$ cat src/rtl/serial_pkg.sv
// Shared definitions for the serial echo path: transform modes, TX FSM states
// and the word transform used on enqueue.
package serial_pkg;

  localparam logic [1:0] MODE_PASS    = 2'd0;
  localparam logic [1:0] MODE_MSB_INV = 2'd1;
  localparam logic [1:0] MODE_ALL_INV = 2'd2;
  localparam logic [1:0] MODE_DROP    = 2'd3;

  localparam int unsigned ECHO_MAX_W = 32;

  typedef enum logic [1:0] {
    ST_IDLE,
    ST_WAIT_BUSY,
    ST_WAIT_IDLE
  } tx_state_t;

  // Word sits in the low w bits of a zero-extended vector; the MSB (bit w-1)
  // is never altered, only the bits below it may be inverted.
  function automatic logic [ECHO_MAX_W-1:0] echo_xform(
    input logic [ECHO_MAX_W-1:0] word,
    input logic [1:0]            mode,
    input int unsigned           w
  );
    logic [ECHO_MAX_W-1:0] mask;
    logic                  msb;
    mask = '0;
    for (int i = 0; i < int'(ECHO_MAX_W); i++) begin
      if (i < int'(w) - 1) mask[i] = 1'b1;
    end
    msb = word[w-1];
    case (mode)
      MODE_MSB_INV: echo_xform = msb ? (word ^ mask) : word;
      MODE_ALL_INV: echo_xform = word ^ mask;
      default:      echo_xform = word;
    endcase
  endfunction

endpackage

$ cat src/rtl/sync_fifo.sv
// Show-ahead synchronous FIFO; occupancy counter drives full/empty so the
// pointers can wrap freely. A push while full is accepted only alongside a pop.
module sync_fifo #(
  parameter int DATA_W = 8,
  parameter int DEPTH  = 4,
  localparam int AW    = $clog2(DEPTH),
  localparam int LW    = $clog2(DEPTH + 1)
) (
  input  logic              clk,
  input  logic              rst_n,
  input  logic              push,
  input  logic              pop,
  input  logic [DATA_W-1:0] wdata,
  output logic [DATA_W-1:0] rdata,
  output logic [LW-1:0]     level,
  output logic              full,
  output logic              empty
);

  logic [DATA_W-1:0] mem_q [DEPTH];
  logic [AW-1:0]     wr_ptr_q, wr_ptr_d;
  logic [AW-1:0]     rd_ptr_q, rd_ptr_d;
  logic [LW-1:0]     level_q, level_d;
  logic              do_push, do_pop;

  assign full    = (level_q == LW'(DEPTH));
  assign empty   = (level_q == '0);
  assign do_pop  = pop & ~empty;
  assign do_push = push & (~full | do_pop);
  assign rdata   = mem_q[rd_ptr_q];
  assign level   = level_q;

  always_comb begin
    wr_ptr_d = do_push ? wr_ptr_q + AW'(1) : wr_ptr_q;
    rd_ptr_d = do_pop  ? rd_ptr_q + AW'(1) : rd_ptr_q;
    level_d  = level_q;
    case ({do_push, do_pop})
      2'b10:   level_d = level_q + LW'(1);
      2'b01:   level_d = level_q - LW'(1);
      default: level_d = level_q;
    endcase
  end

  always_ff @(posedge clk) begin
    if (do_push) mem_q[wr_ptr_q] <= wdata;
  end

  always_ff @(posedge clk) begin
    if (!rst_n) begin
      wr_ptr_q <= '0;
      rd_ptr_q <= '0;
      level_q  <= '0;
    end else begin
      wr_ptr_q <= wr_ptr_d;
      rd_ptr_q <= rd_ptr_d;
      level_q  <= level_d;
    end
  end

endmodule

$ cat src/rtl/serial_echo_ctrl.sv
// Echo controller: detects end of reception, transforms and queues the word,
// then hands queued words to the transmitter with a busy-acknowledge timeout.
module serial_echo_ctrl
  import serial_pkg::*;
#(
  parameter int DATA_W       = 8,
  parameter int DEPTH        = 4,
  parameter int BUSY_TIMEOUT = 16,
  localparam int LVL_W       = $clog2(DEPTH + 1),
  localparam int TW          = $clog2(BUSY_TIMEOUT)
) (
  input  logic              clk,
  input  logic              rst_n,
  input  logic [DATA_W-1:0] rx_data,
  input  logic              rx_status,
  input  logic              tx_status,
  input  logic [1:0]        mode,
  output logic [DATA_W-1:0] tx_data,
  output logic              tx_en,
  output logic [LVL_W-1:0]  level,
  output logic              overflow,
  output logic              tx_timeout
);

  logic                  rx_q;
  logic                  rx_fall;
  logic                  push_req;
  logic                  pop;
  logic                  fifo_full, fifo_empty;
  logic [DATA_W-1:0]     fifo_rdata, fifo_wdata;
  logic [ECHO_MAX_W-1:0] xin, xout;
  logic                  unused_xform_bits;

  tx_state_t         state_q, state_d;
  logic              tx_en_q, tx_en_d;
  logic [DATA_W-1:0] tx_data_q, tx_data_d;
  logic [TW-1:0]     timer_q, timer_d;
  logic              overflow_q, overflow_d;
  logic              tx_timeout_q, tx_timeout_d;

  assign rx_fall  = rx_q & ~rx_status;
  assign push_req = rx_fall & (mode != MODE_DROP);

  always_comb begin
    xin             = '0;
    xin[DATA_W-1:0] = rx_data;
  end
  assign xout              = echo_xform(xin, mode, DATA_W);
  assign fifo_wdata        = xout[DATA_W-1:0];
  assign unused_xform_bits = ^xout;

  sync_fifo #(
    .DATA_W (DATA_W),
    .DEPTH  (DEPTH)
  ) u_fifo (
    .clk   (clk),
    .rst_n (rst_n),
    .push  (push_req),
    .pop   (pop),
    .wdata (fifo_wdata),
    .rdata (fifo_rdata),
    .level (level),
    .full  (fifo_full),
    .empty (fifo_empty)
  );

  always_comb begin
    state_d      = state_q;
    tx_en_d      = 1'b0;
    tx_data_d    = tx_data_q;
    timer_d      = timer_q;
    tx_timeout_d = tx_timeout_q;
    pop          = 1'b0;
    overflow_d   = overflow_q | (push_req & fifo_full & ~pop);
    case (state_q)
      ST_IDLE: begin
        if (!fifo_empty && tx_status) begin
          pop       = 1'b1;
          tx_en_d   = 1'b1;
          tx_data_d = fifo_rdata;
          timer_d   = '0;
          state_d   = ST_WAIT_BUSY;
        end
      end
      ST_WAIT_BUSY: begin
        if (!tx_status) begin
          state_d = ST_WAIT_IDLE;
        end else if (timer_q == TW'(BUSY_TIMEOUT - 1)) begin
          // Transmitter never went busy; treat the word as sent and move on.
          tx_timeout_d = 1'b1;
          state_d      = ST_IDLE;
        end else begin
          timer_d = timer_q + TW'(1);
        end
      end
      ST_WAIT_IDLE: begin
        if (tx_status) state_d = ST_IDLE;
      end
      default: state_d = ST_IDLE;
    endcase
    overflow_d = overflow_q | (push_req & fifo_full & ~pop);
  end

  always_ff @(posedge clk) begin
    if (!rst_n) begin
      rx_q         <= 1'b0;
      state_q      <= ST_IDLE;
      tx_en_q      <= 1'b0;
      tx_data_q    <= '0;
      timer_q      <= '0;
      overflow_q   <= 1'b0;
      tx_timeout_q <= 1'b0;
    end else begin
      rx_q         <= rx_status;
      state_q      <= state_d;
      tx_en_q      <= tx_en_d;
      tx_data_q    <= tx_data_d;
      timer_q      <= timer_d;
      overflow_q   <= overflow_d;
      tx_timeout_q <= tx_timeout_d;
    end
  end

  assign tx_en      = tx_en_q;
  assign tx_data    = tx_data_q;
  assign overflow   = overflow_q;
  assign tx_timeout = tx_timeout_q;

endmodule
$ cat config.mk
export PLATFORM = sky130hd
export DESIGN_NAME = serial_echo_ctrl
export DESIGN_NICKNAME = d
export VERILOG_FILES = /design/src/rtl/serial_pkg.sv /design/src/rtl/sync_fifo.sv /design/src/rtl/serial_echo_ctrl.sv
export SDC_FILE = /design/constraint.sdc
export NUM_CORES = 1
export LEC_CHECK = 0
export CAP_MARGIN = 20
export CORE_UTILIZATION = 50
export CTS_CLUSTER_SIZE = 28
export DETAILED_ROUTE_END_ITERATION = 16
export PLACE_DENSITY = 0.83
export SYNTH_ARGS = -nofsm -noshare
export SYNTH_HDL_FRONTEND = slang
export SYNTH_SLANG_ARGS = --single-unit
$ cat constraint.sdc
create_clock -name clk -period 3.1 [get_ports clk]
set_input_delay 0.775 -clock clk [delete_from_list [all_inputs] [get_ports clk]]
set_output_delay 0.775 -clock clk [all_outputs]
set_load 0.02 [all_outputs]
==> metrics.md <==
| Metric | Value |
|---|---|
| Actual slew at the worst max-slew pin | about 0.79 ns |
| Die H | 73.8 µm |
| Max clock buf depth | 2 |
| Layout fillers | 340 |
| RSZ-0062 raised after global routing | false |
| Synthesized flop and latch total | 57 |
| Max cap viols | 0 |
| Number of global-route vias before repair | 1690 |
| Total GRT Usage | 20.4% |
| Tcrit/Tclk final | between 90% and 100% |
| Die area | 5440 µm² |
| First-pass GRT wire length | between 7000 and 8000 µm |
| Design Area, Final | around 3200 µm² |
| Total global routing overflow | 0 |
| Hold Path Class | flop to flop |
| CP arrival | 3.12 ns |
| Routability cong. | 0.712 |
| Root Driver | clkbuf_8 |
| Static leakage | about 1.1 nW |
| WL/cell | around 15 µm |
| Clock Latency Late Sink | between 0.3 and 0.4 ns |
| Min Hold Slack | roughly 0.46 ns |
| Final non-filler cell total | 312 |
| CP Launch Type | input port |
| Initial Utilization | a little over half |
| Fraction of layout cells with a size suffix above 1 | between 10% and 20% |
| Max VDD drop | ~0.35 mV |
| Async SR Flop Fraction | 0% |
| Most common cell after layout, fill and taps aside | edfxtp_1 |
| Synthesis-to-layout area growth | 24.2% |
| Type of the worst setup path | input port to flop |
| Die width | around 74 µm |
| Slew Limit Fails | 0 |
| Max_slew headroom | between 40% and 50% |
| DRC | 0 |
| Clk slew on worst S/H paths | approximately 0.070 ns |
| Most used DFF post-synth | edfxtp_1 |
| Diode count | 0 |
| Final #Nets | between 200 and 300 |
| Total number of vias | about 1700 |
| Detail Route Antenna Nets | 0 |
| Placed Area | roughly 3000 µm² |
| PnR Total Power | 0.00198 W |
| Worst Setup End Kind | flop |
| Crit-path max FO | 2 |
| Hpwl dp | just over 3000 µm |
| Inst Count DP | just under 300 |
| Largest net degree at the start of global routing | 27 |
| Number of synthesized flops with an enable pin | 32 |
| Register area share after synthesis | 56.8% |
| I/O Pins | 28 |
| DR iter-0 viols | 119 |
| Row cnt | 25 |
| Final clock skew | between 0.006 and 0.007 ns |
| Hold path depth | 1 |
| Status | finished, final reports clean |
| Clock sinks | 57 |
| Hold_buf cts | 0 |
| # setup viols final | 0 |
| Tmin final | between 2 and 3 ns |
| CTS tree | done |
| Post-Syn Area | roughly 2600 µm² |
| Initial antenna violation count | 0 |
| Worst path required time | about 3.4 ns |
| Yosys warns | 0 |
| FMAX | between 300 and 400 MHz |
| Core area | ~4800 µm² |
| Most frequent cells in the layout | edfxtp_1, clkdlybuf4s50_1, dfxtp_1 |
| R2R cell count | 9 |
| Hold Vio Cnt, Final | 0 |
| DRT Pass-1 Iters | 4 |
| Syn avg cell area | between 10 and 15 µm² |
| PD cells | 619 nW/µm² |
| Number of port buffers | 27 |
| Syn Nets | around 220 |
| Num CTS Buffers | 9 |
| Mapped Cells | 199 |
| Avg Vias per Cell | between 5 and 6 |
| Number of H-tree levels | 3 |
| Routed WL | between 4000 and 5000 µm |
| Cts repair resizes | 0 |
| Yosys cell types | 42 |
| Post-CTS setup buffer count | 0 |
layout make-up:
cell class	instances	area, µm²	share of cell area, %
clock buffer	9	124	3.87
timing repair buffer	37	345	10.8
tap	67	83.8	2.62
clock inverter	7	101	3.17
sequential	57	1460	45.7
inverter	9	33.8	1.06
multi-input combinational	126	1050	32.8
cells by family (layout without fill, tap and decap cells):
family                   after synthesis  count (layout)  share of synthesized area [%]
AND/OR/NAND/NOR                       65              65                           13.7
flip-flops                            57              57                           56.8
AO/OA/AOI/OAI                         29              29                           9.72
multiplexers                          16              16                           10.1
buffers and inverters                 16              62                           2.53
adder cells (fa/ha/maj)               10              10                           5.15
XOR/XNOR                               6               6                           2.04
worst paths after layout:
kind                                                    from                            to  slack, ns
worst max register to register  u_fifo.level[2]$_SDFFE_PN0P_  u_fifo.level[2]$_SDFFE_PN0P_       0.89
worst min-delay path                     overflow$_SDFF_PN0_           overflow$_SDFF_PN0_       0.46
worst min register to register           overflow$_SDFF_PN0_           overflow$_SDFF_PN0_       0.46
worst max-delay path                                 mode[0]  u_fifo.level[2]$_SDFFE_PN0P_       0.25
cells in the mapped netlist (3+ instances only):
master,n,area (µm²)
dfxtp_1,25,500
nor3b_1,3,22.5
o21ai_0,3,15.0
nor2_1,9,33.8
or3_1,3,18.8
nand2_1,21,78.8
mux2i_1,8,80.1
a21boi_0,11,82.6
and2_2,4,30.0
ha_1,9,113
and2_1,6,37.5
nand3_1,5,25.0
a221o_1,7,70.1
clkbuf_1,4,15.0
xnor2_1,5,43.8
mux4_2,8,180
nand2b_1,3,18.8
edfxtp_1,32,961
inv_1,8,30.0
through the flow:
step	setup slack, ns	util (%)	TNS (ns)
after global routing	0.0907	66.0	0
final	0.249	66.0	0
after global placement	0.0134	61.3	0
after CTS	0.261	66.0	0
after floorplan	0.410	-	0
after detailed placement	-0.0372	61.3	-0.0554
sequential cells by signal, indices dropped and copies added, names as in the netlist:
name / cells
u_fifo.mem_q: 32
tx_data: 8
timer_q: 4
u_fifo.level: 3
state_q: 2
u_fifo.rd_ptr_q: 2
u_fifo.wr_ptr_q: 2
overflow: 1
rx_q: 1
tx_en: 1
tx_timeout: 1
worst max-delay path, cell delays in order:
cell             delay [ns]
clkdlybuf4s50_1        0.42
ha_1                   0.19
or3b_2                 0.49
a31oi_4                0.17
inv_1                  0.06
ha_1                   0.19
inv_1                  0.07
fa_1                   0.17
xor2_1                 0.08
or3_1                  0.34
a21boi_0               0.18
where the power goes:
group | internal, W | switching (W)
clock network | 0.000459 | 0.000321
logic | 0.000166 | 0.000158
registers | 0.000838 | 0.0000370
total | 0.00146 | 0.000517
layer usage:
| layer | GRT usage (%) | vias up | share of wire [%] |
|---|---|---|---|
| li1 | - | 809 | - |
| met2 | 32.4 | 30 | 49 |
| met1 | 24.3 | 813 | 45 |
| met5 | 0 | - | 0 |
| met4 | 9.19 | 0 | 2.0 |
| met3 | 8.09 | 9 | 4.0 |
(Power assumes the default switching activity.)
